**src/rtl/mpmc10_resv_tbl.sv**
```systemverilog
`default_nettype none
// ============================================================================
// Module      : mpmc10_resv_tbl
// Description : LR/SC reservation table for the multi-port memory controller.
//               Holds up to NAR line-granular reservations tagged by channel,
//               answers every request one clock later, drops reservations on
//               conflicting writes or snoops, and ages out stale entries.
// Revision    : 1.0  initial release
// ============================================================================
module mpmc10_resv_tbl #(
  parameter int NAR   = 4,
  parameter int NCH   = 8,
  parameter int AW    = 32,
  parameter int LGRAN = 4,
  parameter int RTO   = 1024
) (
  input  logic                     clk,
  input  logic                     rst_n,
  input  logic                     req_valid,
  input  logic [1:0]               req_op,
  input  logic [$clog2(NCH)-1:0]   req_ch,
  input  logic [AW-1:0]            req_adr,
  input  logic                     snp_valid,
  input  logic [AW-1:0]            snp_adr,
  output logic                     rsp_valid,
  output logic                     rsp_ok,
  output logic [$clog2(NAR+1)-1:0] resv_cnt
);

  localparam int CW   = $clog2(NCH);
  localparam int LW   = AW - LGRAN;
  localparam int AGW  = (RTO == 0) ? 1 : $clog2(RTO + 1);
  localparam int VW   = (NAR > 1) ? $clog2(NAR) : 1;
  localparam int CNTW = $clog2(NAR + 1);

  localparam logic [1:0]     OP_LR    = 2'd0;
  localparam logic [1:0]     OP_SC    = 2'd1;
  localparam logic [1:0]     OP_WR    = 2'd2;
  localparam logic [AGW-1:0] AGE_LAST = AGW'((RTO == 0) ? 0 : RTO - 1);

  logic [NAR-1:0]  vld_q, vld_d;
  logic [CW-1:0]   ch_q   [NAR];
  logic [CW-1:0]   ch_d   [NAR];
  logic [LW-1:0]   line_q [NAR];
  logic [LW-1:0]   line_d [NAR];
  logic [AGW-1:0]  age_q  [NAR];
  logic [AGW-1:0]  age_d  [NAR];
  logic [VW-1:0]   vic_q, vic_d;
  logic            rsp_valid_q, rsp_valid_d;
  logic            rsp_ok_q, rsp_ok_d;
  logic [CNTW-1:0] resv_cnt_q, resv_cnt_d;

  logic [LW-1:0]   req_line;
  logic [LW-1:0]   snp_line;
  logic            ch_ok;
  logic [NAR-1:0]  vld_pc;
  logic            own_hit, free_hit, sc_ok;
  int              own_idx, free_idx;

  // Sub-granule address bits never take part in a compare.
  logic unused_lo_bits;
  assign unused_lo_bits = ^{req_adr[LGRAN-1:0], snp_adr[LGRAN-1:0]};

  assign req_line = req_adr[AW-1:LGRAN];
  assign snp_line = snp_adr[AW-1:LGRAN];
  assign ch_ok    = (32'(req_ch) < 32'(NCH));

  // Next table state: ageing, then snoop clears, then the request effect.
  always_comb begin
    vld_pc     = vld_q;
    ch_d       = ch_q;
    line_d     = line_q;
    age_d      = age_q;
    vic_d      = vic_q;
    own_hit    = 1'b0;
    own_idx    = 0;
    free_hit   = 1'b0;
    free_idx   = 0;
    resv_cnt_d = '0;

    for (int i = 0; i < NAR; i++) begin
      if (vld_q[i]) begin
        age_d[i] = age_q[i] + AGW'(1);
        if (RTO != 0 && age_q[i] == AGE_LAST) vld_pc[i] = 1'b0;
      end
      if (snp_valid && line_q[i] == snp_line) vld_pc[i] = 1'b0;
    end

    // Owner and free-slot lookups see the table after ageing and snoop.
    for (int i = NAR - 1; i >= 0; i--) begin
      if (vld_pc[i] && ch_q[i] == req_ch) begin
        own_hit = 1'b1;
        own_idx = i;
      end
      if (!vld_pc[i]) begin
        free_hit = 1'b1;
        free_idx = i;
      end
    end
    sc_ok = own_hit && (line_q[own_idx] == req_line);

    vld_d = vld_pc;
    if (req_valid && ch_ok) begin
      case (req_op)
        OP_LR: begin
          if (own_hit) begin
            line_d[own_idx] = req_line;
            age_d[own_idx]  = '0;
          end else if (free_hit) begin
            vld_d[free_idx]  = 1'b1;
            ch_d[free_idx]   = req_ch;
            line_d[free_idx] = req_line;
            age_d[free_idx]  = '0;
          end else begin
            vld_d[vic_q]  = 1'b1;
            ch_d[vic_q]   = req_ch;
            line_d[vic_q] = req_line;
            age_d[vic_q]  = '0;
            vic_d = (vic_q == VW'(NAR - 1)) ? '0 : vic_q + VW'(1);
          end
        end
        OP_SC: begin
          if (own_hit) vld_d[own_idx] = 1'b0;
          if (sc_ok) begin
            for (int i = 0; i < NAR; i++)
              if (line_q[i] == req_line) vld_d[i] = 1'b0;
          end
        end
        OP_WR: begin
          for (int i = 0; i < NAR; i++)
            if (line_q[i] == req_line) vld_d[i] = 1'b0;
        end
        default: begin
          if (own_hit) vld_d[own_idx] = 1'b0;
        end
      endcase
    end

    for (int i = 0; i < NAR; i++) resv_cnt_d = resv_cnt_d + CNTW'(vld_d[i]);

    rsp_valid_d = req_valid;
    rsp_ok_d    = req_valid && ch_ok &&
                  ((req_op == OP_LR) || (req_op == OP_SC && sc_ok));
  end

  // Table, victim pointer and response registers.
  always_ff @(posedge clk or negedge rst_n) begin
    if (!rst_n) begin
      vld_q       <= '0;
      vic_q       <= '0;
      rsp_valid_q <= 1'b0;
      rsp_ok_q    <= 1'b0;
      resv_cnt_q  <= '0;
      for (int i = 0; i < NAR; i++) begin
        ch_q[i]   <= '0;
        line_q[i] <= '0;
        age_q[i]  <= '0;
      end
    end else begin
      vld_q       <= vld_d;
      vic_q       <= vic_d;
      rsp_valid_q <= rsp_valid_d;
      rsp_ok_q    <= rsp_ok_d;
      resv_cnt_q  <= resv_cnt_d;
      for (int i = 0; i < NAR; i++) begin
        ch_q[i]   <= ch_d[i];
        line_q[i] <= line_d[i];
        age_q[i]  <= age_d[i];
      end
    end
  end

  assign rsp_valid = rsp_valid_q;
  assign rsp_ok    = rsp_ok_q;
  assign resv_cnt  = resv_cnt_q;

endmodule
`default_nettype wire
```
**config.mk**
```make
export PLATFORM = sky130hd
export DESIGN_NAME = mpmc10_resv_tbl
export DESIGN_NICKNAME = d
export VERILOG_FILES = /design/src/rtl/mpmc10_resv_tbl.sv
export SDC_FILE = /design/constraint.sdc
export NUM_CORES = 1
export LEC_CHECK = 0
export ABC_AREA = 1
export CORE_MARGIN = 2
export CORE_UTILIZATION = 25
export CTS_BUF_LIST = sky130_fd_sc_hd__clkbuf_8
export CTS_CLUSTER_SIZE = 8
export DETAILED_ROUTE_END_ITERATION = 7
export HOLD_SLACK_MARGIN = 0.03
export MAX_ROUTING_LAYER = met4
export SYNTH_ARGS = -nofsm -noshare
export SYNTH_HDL_FRONTEND = slang
export SYNTH_SLANG_ARGS = --single-unit
```
**constraint.sdc**
```tcl
create_clock -name clk -period 8.1 [get_ports clk]
set_input_delay 2.025 -clock clk [delete_from_list [all_inputs] [get_ports clk]]
set_output_delay 2.025 -clock clk [all_outputs]
set_load 0.01 [all_outputs]
```
==> impl_metrics.py, run 1 <==
metrics = {
    "run_status": {
        "status": "completed",
    },
    "clocking": {
        "clock_sinks": 179,
        "cts_hold_buf": 0,
        "postCtsSetupBuffers": 0,
        "numCtsBuffers": 17,
        "worstSkewPairLatency_ps": 520,
        "root_buffer": "clkbuf_8",
        "h-tree-depth": 4,
        "clk_pin_slew_ps": 90,
        "cts_tree": "yes",
        "cts_resized": 0,
        "cts_buffer_depth": 2,
    },
    "global_route": {
        "overflow": 0,
        "grt_pass1_vias": 11300,
        "grt_pass1_wl_um": 66500,
        "antenna_found_initial": 3,
        "grtUsageTotal_pct": 17.7,
        "grt_max_degree": 68,
    },
    "worst_setup_path": {
        "critPathMostFrequentCell": "nand2_1",
        "crit_path_max_fanout": 28,
        "r2r_end": "resv_cnt[1]",
        "cp-endpoint": "resv_cnt[1]",
        "crit_start": "snp_adr[19]",
        "r2r-start": "line_q[48]",
        "crit_family": "simple AND/OR/NAND/NOR gates",
        "critPathSlowestCell": "nand2_2",
        "startpoint_type": "input port",
        "r2r_slack_ps": 3250,
        "crit_path_max_incr_delay_ps": 670,
        "cp.required_ps": 8500,
        "cp_data_arrival_time_ps": 6970,
        "r2r_cells": 25,
        "cp.depth": 29,
        "cp-end-kind": "register",
        "critical_path_class": "input port to register",
        "crit_buf_inv": 3,
    },
    "timing": {
        "fin_crit_sh_pct": 81.1,
        "max_freq_ghz": 0.152,
        "tns_ps": 0,
        "worst_clock_skew_ps": 16.7,
        "hold_viol_final": 0,
        "min_period_ps": 6570,
        "finalSetupViolCount": 0,
        "rsz0062_at_grt": "false",
        "drv_slew": 0,
        "slew_headroom_pct": 14.6,
        "worst_pin_slew_ps": 1250,
    },
    "power_and_ir_drop": {
        "swShare_pct": 45.3,
        "p_per_area_nw_per_um2": 270,
        "intPower_uw": 2080,
        "ir_drop_mv": 0.0901,
        "p_seq_share_pct": 42.7,
        "switchingPower_uw": 1720,
        "p_comb_share_pct": 41.2,
        "p_leak_uw": 0.00643,
        "p_clk_share_pct": 16.0,
    },
    "synthesis": {
        "yosysWarnings": 0,
        "synth-async-reset-ratio_pct": 100,
        "synth_edf_count": 0,
        "synth_nets": 1940,
        "ys_seq_area_share_pct": 36.1,
        "synth_cells": 1856,
        "ys_types": 46,
        "ys_ff_latch": 179,
        "syn-cell-area_um2": 12400,
        "dominantRegCellSynth": "dfrtp_1",
        "avgSynthCellArea_um2": 6.68,
    },
    "job": {
        "maxCapViolCount": 0,
    },
    "drt": {
        "vias": 12100,
        "dr.pass1.iters": 5,
        "drc": 0,
        "wl_per_cell_um": 16.8,
        "ant_nets": 0,
        "wirelength_um": 43100,
        "viasPerCell": 4.72,
        "dr.first_iter.drc_count": 1230,
    },
    "placed_design": {
        "io_buffers": 69,
        "globalplace.congestion": 0.986,
        "place_area_um2": 13700,
        "dpl.hpwl_um": 32800,
    },
    "die": {
        "rows": 81,
        "core-area_um2": 49000,
        "start_util_pct": 25.3,
        "pin_count": 78,
        "dieArea_um2": 51400,
        "dieHeight_um": 227,
        "fp.dieW_um": 227,
    },
    "layout": {
        "num-fill-cells": 5300,
        "nNetsFinal": 1968,
        "multi_input_area_um2": 6770,
        "finalInstanceArea_um2": 14100,
        "drive_gt1_share_pct": 5.85,
        "area_growth_pct": 13.6,
        "seq_area_um2": 4480,
    },
    "worst_hold_path": {
        "min_delay_path_depth": 1,
        "hold_path.class": "register to register",
    },
}
-- final cells by class --
type | instances | area share (%)
Sequential cell | 179 | 31.8
Clock inverter | 13 | 0.800
Clock buffer | 19 | 1.86
Inverter | 216 | 5.76
Tap cell | 664 | 5.90
Timing Repair Buffer | 82 | 5.71
Antenna cell | 3 | 0.0533
Multi-Input combinational cell | 1388 | 48.1
-- worst reg2reg max path, cell delays in order (launching register included) --
cell and delay (ps):
dfrtp_1 450, xnor2_1 210, nand2_1 170, nor2_1 220, nand2_1 70, nor2_1 90, nand2_1 130, nand3_2 150
nand3_1 100, nand2_2 670, a21oi_1 210, nand3_1 120, nand2_1 50, nand2_1 170, nand2_1 70, nor2_1 90
nand2_1 120, nor2_4 250, nand3_1 110, nand2_1 80, nand2_1 50, nand2_1 50, nand2_1 100, fa_1 510
ha_1 210, ha_1 280
-- state kept, by name, indices dropped and copies added (netlist names) --
| name | flops |
|---|---|
| ch_q | 12 |
| rsp_valid | 1 |
| line_q | 112 |
| resv_cnt | 3 |
| vic_q | 2 |
| rsp_ok | 1 |
| age_q | 44 |
| vld_q | 4 |
-- cell families after synthesis --
kind of cell / Yosys count / share of synthesized area (%)
xor gates and xnor gates: 111 / 7.85
AOI/OAI and AO/OA: 228 / 9.68
buffers and inverters: 289 / 9.61
and+or+nand+nor: 1038 / 35.5
DFF: 179 / 36.1
adders and majority gates: 11 / 1.17
-- power groups by stage --
stage | logic [µW] | registers, µW | clock network [µW]
2_1_floorplan | 1100 | 1530 | 0
3_3_place_gp | 1520 | 1620 | 0
3_5_place_dp | 1550 | 1630 | 0
4_1_cts | 1550 | 1620 | 634
5_1_grt | 1770 | 1680 | 668
6_report | 1570 | 1620 | 610
-- Yosys cell counts (6+ instances only) --
library cell  count  area [µm²]
clkbuf_1         41         154
ha_1             10         125
clkinv_1          6        22.5
buf_6             7        78.8
buf_2            16        80.1
dfrtp_1         179        4480
inv_2            28         105
nor3_1           27         135
o21ai_1           6        30.0
nand2_2           6        37.5
nand3_1          84         420
nor4_1           11        68.8
nand4_1          68         425
a21oi_1          60         300
nand2_1         645        2420
inv_1           182         683
buf_4             9        67.6
xor2_1           58         508
nor2_1          160         601
xnor2_1          53         464
or2_2            15        93.8
o21ai_0         141         706
-- metal layers --
metal | vias to the layer above | track usage (%) | part of all wire [%]
met2 | 424 | 27.3 | 45
met5 | - | - | 0
li1 | 5921 | - | -
met1 | 5675 | 23.0 | 44
met3 | 73 | 3.38 | 7.3
met4 | 0 | 6.85 | 3.4
-- how the worst min path moves through the flow --
stage / start / end / slack, ps
2_1_floorplan: age_q[0] / age_q[0] / 460
3_3_place_gp: ch_q[2] / ch_q[2] / 490
3_5_place_dp: ch_q[10] / ch_q[10] / 490
4_1_cts: age_q[0] / age_q[0] / 510
5_1_grt: age_q[0] / age_q[0] / 540
6_report: age_q[0] / age_q[0] / 510
-- stage by stage --
step	power [µW]	utilization [%]	cells	worst slack (ps)	hold WS, ps
final	3800	28.8	2564	1530	506
after global routing	4110	28.8	2564	1250	541
after CTS	3800	28.7	2561	1630	508
after detailed placement	3170	28.0	2529	1070	493
after global placement	3130	28.0	2529	1070	485
after floorplan	2630	-	1856	2930	465
-- layout by cell type, fill, tap and decap left out, types with 27 or more instances in the layout --
cell	synthesis	layout
a21oi_1	60	59
nand2_1	645	645
nor2_1	160	160
clkdlybuf4s50_1	0	68
dfrtp_1	179	179
inv_2	28	28
xnor2_1	53	53
inv_1	182	185
nor3_1	27	27
o21ai_0	141	141
xor2_1	58	58
nand3_1	84	84
nand4_1	68	68
(Power assumes the default switching activity.)
==> run 2, diff against run 1 <==
==> constraint.sdc (replaced) <==
create_clock -name clk -period 5.67 [get_ports clk]
set_input_delay 1.4175 -clock clk [delete_from_list [all_inputs] [get_ports clk]]
set_output_delay 1.4175 -clock clk [all_outputs]
set_load 0.01 [all_outputs]
==> run 2 against run 1 <==
Net effect:
- global-route usage grew 0.34 points
- worst hold slack gained 0.82 ps
- critical endpoint unchanged
- final cell count grew 3.3%
- sequential cell count is the same
- clock power grew 41%
- combinational power grew 52%
- register-to-register slack lost 2000 ps
- largest power group is now combinational logic
- worst setup slack lost 1300 ps
- critical path type unchanged
- first-iteration DRC count grew 16%
- count of clock-buffer cells in the layout shrank 1
- critical path depth grew 2
- sequential power grew 43%
==> impl_metrics.py, run 2 (synthesized netlist as in run 1, its figures left out) <==
metrics = {
    "layout": {
        "reg_top3": "line_q: 112 flops, age_q: 44 flops, ch_q: 12 flops",
        "num-fill-cells": 5308,
        "top_register": "line_q",
        "drive_gt1_share_pct": 10.4,
        "largest_reg_flops": 112,
        "final_util_pct": 30.4,
        "seq_area_um2": 4480,
        "nNetsFinal": 2056,
        "finalInstanceArea_um2": 14900,
        "final_common_cell": "nand2_1",
        "multi_input_area_um2": 6800,
        "instances_no_fill": 2649,
        "area_growth_pct": 20.2,
        "mostFrequentLayoutCells": "nand2_1 (644), inv_1 (182), dfrtp_1 (179)",
    },
    "worst_setup_path": {
        "r2r-start": "line_q[105]",
        "critPathSlowestCell": "clkdlybuf4s50_1",
        "r2r_cells": 30,
        "crit_path_max_incr_delay_ps": 510,
        "startpoint_type": "input port",
        "cp-endpoint": "resv_cnt[1]",
        "cp-end-kind": "register",
        "critical_path_class": "input port to register",
        "r2r_end": "resv_cnt[1]",
        "cp.required_ps": 6070,
        "crit_path_max_fanout": 6,
        "cp_data_arrival_time_ps": 5870,
        "r2r_slack_ps": 1270,
        "critPathMostFrequentCell": "nand2_1",
        "crit_start": "snp_adr[19]",
    },
    "drt": {
        "top_layer": "met4",
        "wirelength_um": 44100,
        "dr.first_iter.drc_count": 1425,
        "wl_per_cell_um": 16.7,
        "viasPerCell": 4.72,
        "dr.pass1.iters": 6,
        "dr_wl_met3_um": 2980,
        "vias": 12500,
        "drc": 0,
        "wl_met1_um": 19800,
        "dr_wl_met2_um": 19900,
        "ant_nets": 0,
    },
    "die": {
        "core-area_um2": 49000,
        "dieArea_um2": 51400,
        "start_util_pct": 25.3,
        "fp.dieW_um": 227,
        "dieHeight_um": 227,
        "rows": 81,
        "pin_count": 78,
    },
    "worst_hold_path": {
        "hold_path.class": "register to register",
        "min_delay_path_depth": 1,
    },
    "timing": {
        "finalSetupViolCount": 0,
        "worst_pin_slew_ps": 853,
        "hold_viol_final": 0,
        "worst_clock_skew_ps": 17.0,
        "slew_headroom_pct": 42.9,
        "max_freq_ghz": 0.183,
        "fin_crit_sh_pct": 96.3,
        "drv_slew": 0,
        "min_period_ps": 5460,
    },
    "clocking": {
        "cts_tree": "yes",
        "worstSkewPairLatency_ps": 520,
        "clock_sinks": 179,
        "cts_hold_buf": 0,
        "clk_pin_slew_ps": 90,
        "h-tree-depth": 4,
        "cts_buffer_depth": 2,
        "root_buffer": "clkbuf_8",
        "numCtsBuffers": 17,
    },
    "power_and_ir_drop": {
        "swShare_pct": 45.0,
        "p_leak_uw": 0.00696,
        "p_seq_share_pct": 41.8,
        "total_power_uw": 5560,
        "p_per_area_nw_per_um2": 373,
        "switchingPower_uw": 2500,
        "intPower_uw": 3060,
        "p_comb_share_pct": 42.7,
        "ir_drop_mv": 0.138,
        "p_clk_share_pct": 15.5,
    },
    "global_route": {
        "grt_pass1_vias": 11600,
        "antenna_found_initial": 2,
        "grtUsageTotal_pct": 18.1,
        "overflow": 0,
        "grt_max_degree": 68,
        "grt_pass1_wl_um": 67600,
    },
    "placed_design": {
        "dpl.hpwl_um": 34000,
        "io_buffers": 69,
        "place_area_um2": 14500,
        "dp.cells": 2616,
        "globalplace.congestion": 0.994,
    },
    "run_status": {
        "status": "completed",
    },
    "job": {
        "maxCapViolCount": 0,
    },
}
==> run 2: layout make-up <==
type | instances | area share, %
multi-input combinational | 1388 | 45.7
sequential | 179 | 30.1
timing repair buffer | 170 | 10.8
tap | 664 | 5.58
inverter | 216 | 5.44
clock buffer | 18 | 1.66
clock inverter | 12 | 0.731
antenna | 2 | 0.0336
==> run 2: timing repair <==
item	CTS	global route
resized for setup	0	15
setup buffers	0	1
endpoints found under the setup margin	0	2
==> run 2: how the worst min path moves through the flow <==
stage                          end  startpoint
final                     age_q[0]    age_q[0]
after global routing      age_q[0]    age_q[0]
after CTS                 age_q[0]    age_q[0]
after detailed placement   ch_q[7]     ch_q[7]
after global placement    ch_q[10]    ch_q[10]
after floorplan           age_q[0]    age_q[0]
==> run 2: critical path, delay by kind of cell <==
| kind | cells | cell delay, ps |
|---|---|---|
| AOI/OAI and AO/OA | 1 | 60 |
| adders and majority gates | 3 | 1000 |
| buffers and inverters | 5 | 1070 |
| and+or+nand+nor | 22 | 2290 |
==> run 2: power by group through the flow <==
stage,clock (µW),combinational (µW),sequential [µW]
6_report,861,2380,2320
5_1_grt,937,2660,2400
4_1_cts,894,2340,2310
3_5_place_dp,0,2330,2330
3_3_place_gp,0,2300,2320
2_1_floorplan,0,1570,2180
==> run 2: routing by layer <==
| metal | vias up | global-route usage (%) |
|---|---|---|
| met2 | 421 | 27.6 |
| met1 | 5898 | 23.6 |
| li1 | 6100 | - |
| met3 | 79 | 2.95 |
| met5 | - | - |
| met4 | 0 | 7.96 |
==> run 2: stage by stage <==
| step | setup WS [ps] | setup TNS [ps] | hold slack (ps) |
|---|---|---|---|
| after floorplan | 1100 | 0 | 465 |
| after CTS | 217 | 0 | 509 |
| after global routing | -5.71 | -5.71 | 546 |
| after global placement | -341 | -731 | 486 |
| after detailed placement | -330 | -685 | 492 |
| final | 209 | 0 | 507 |
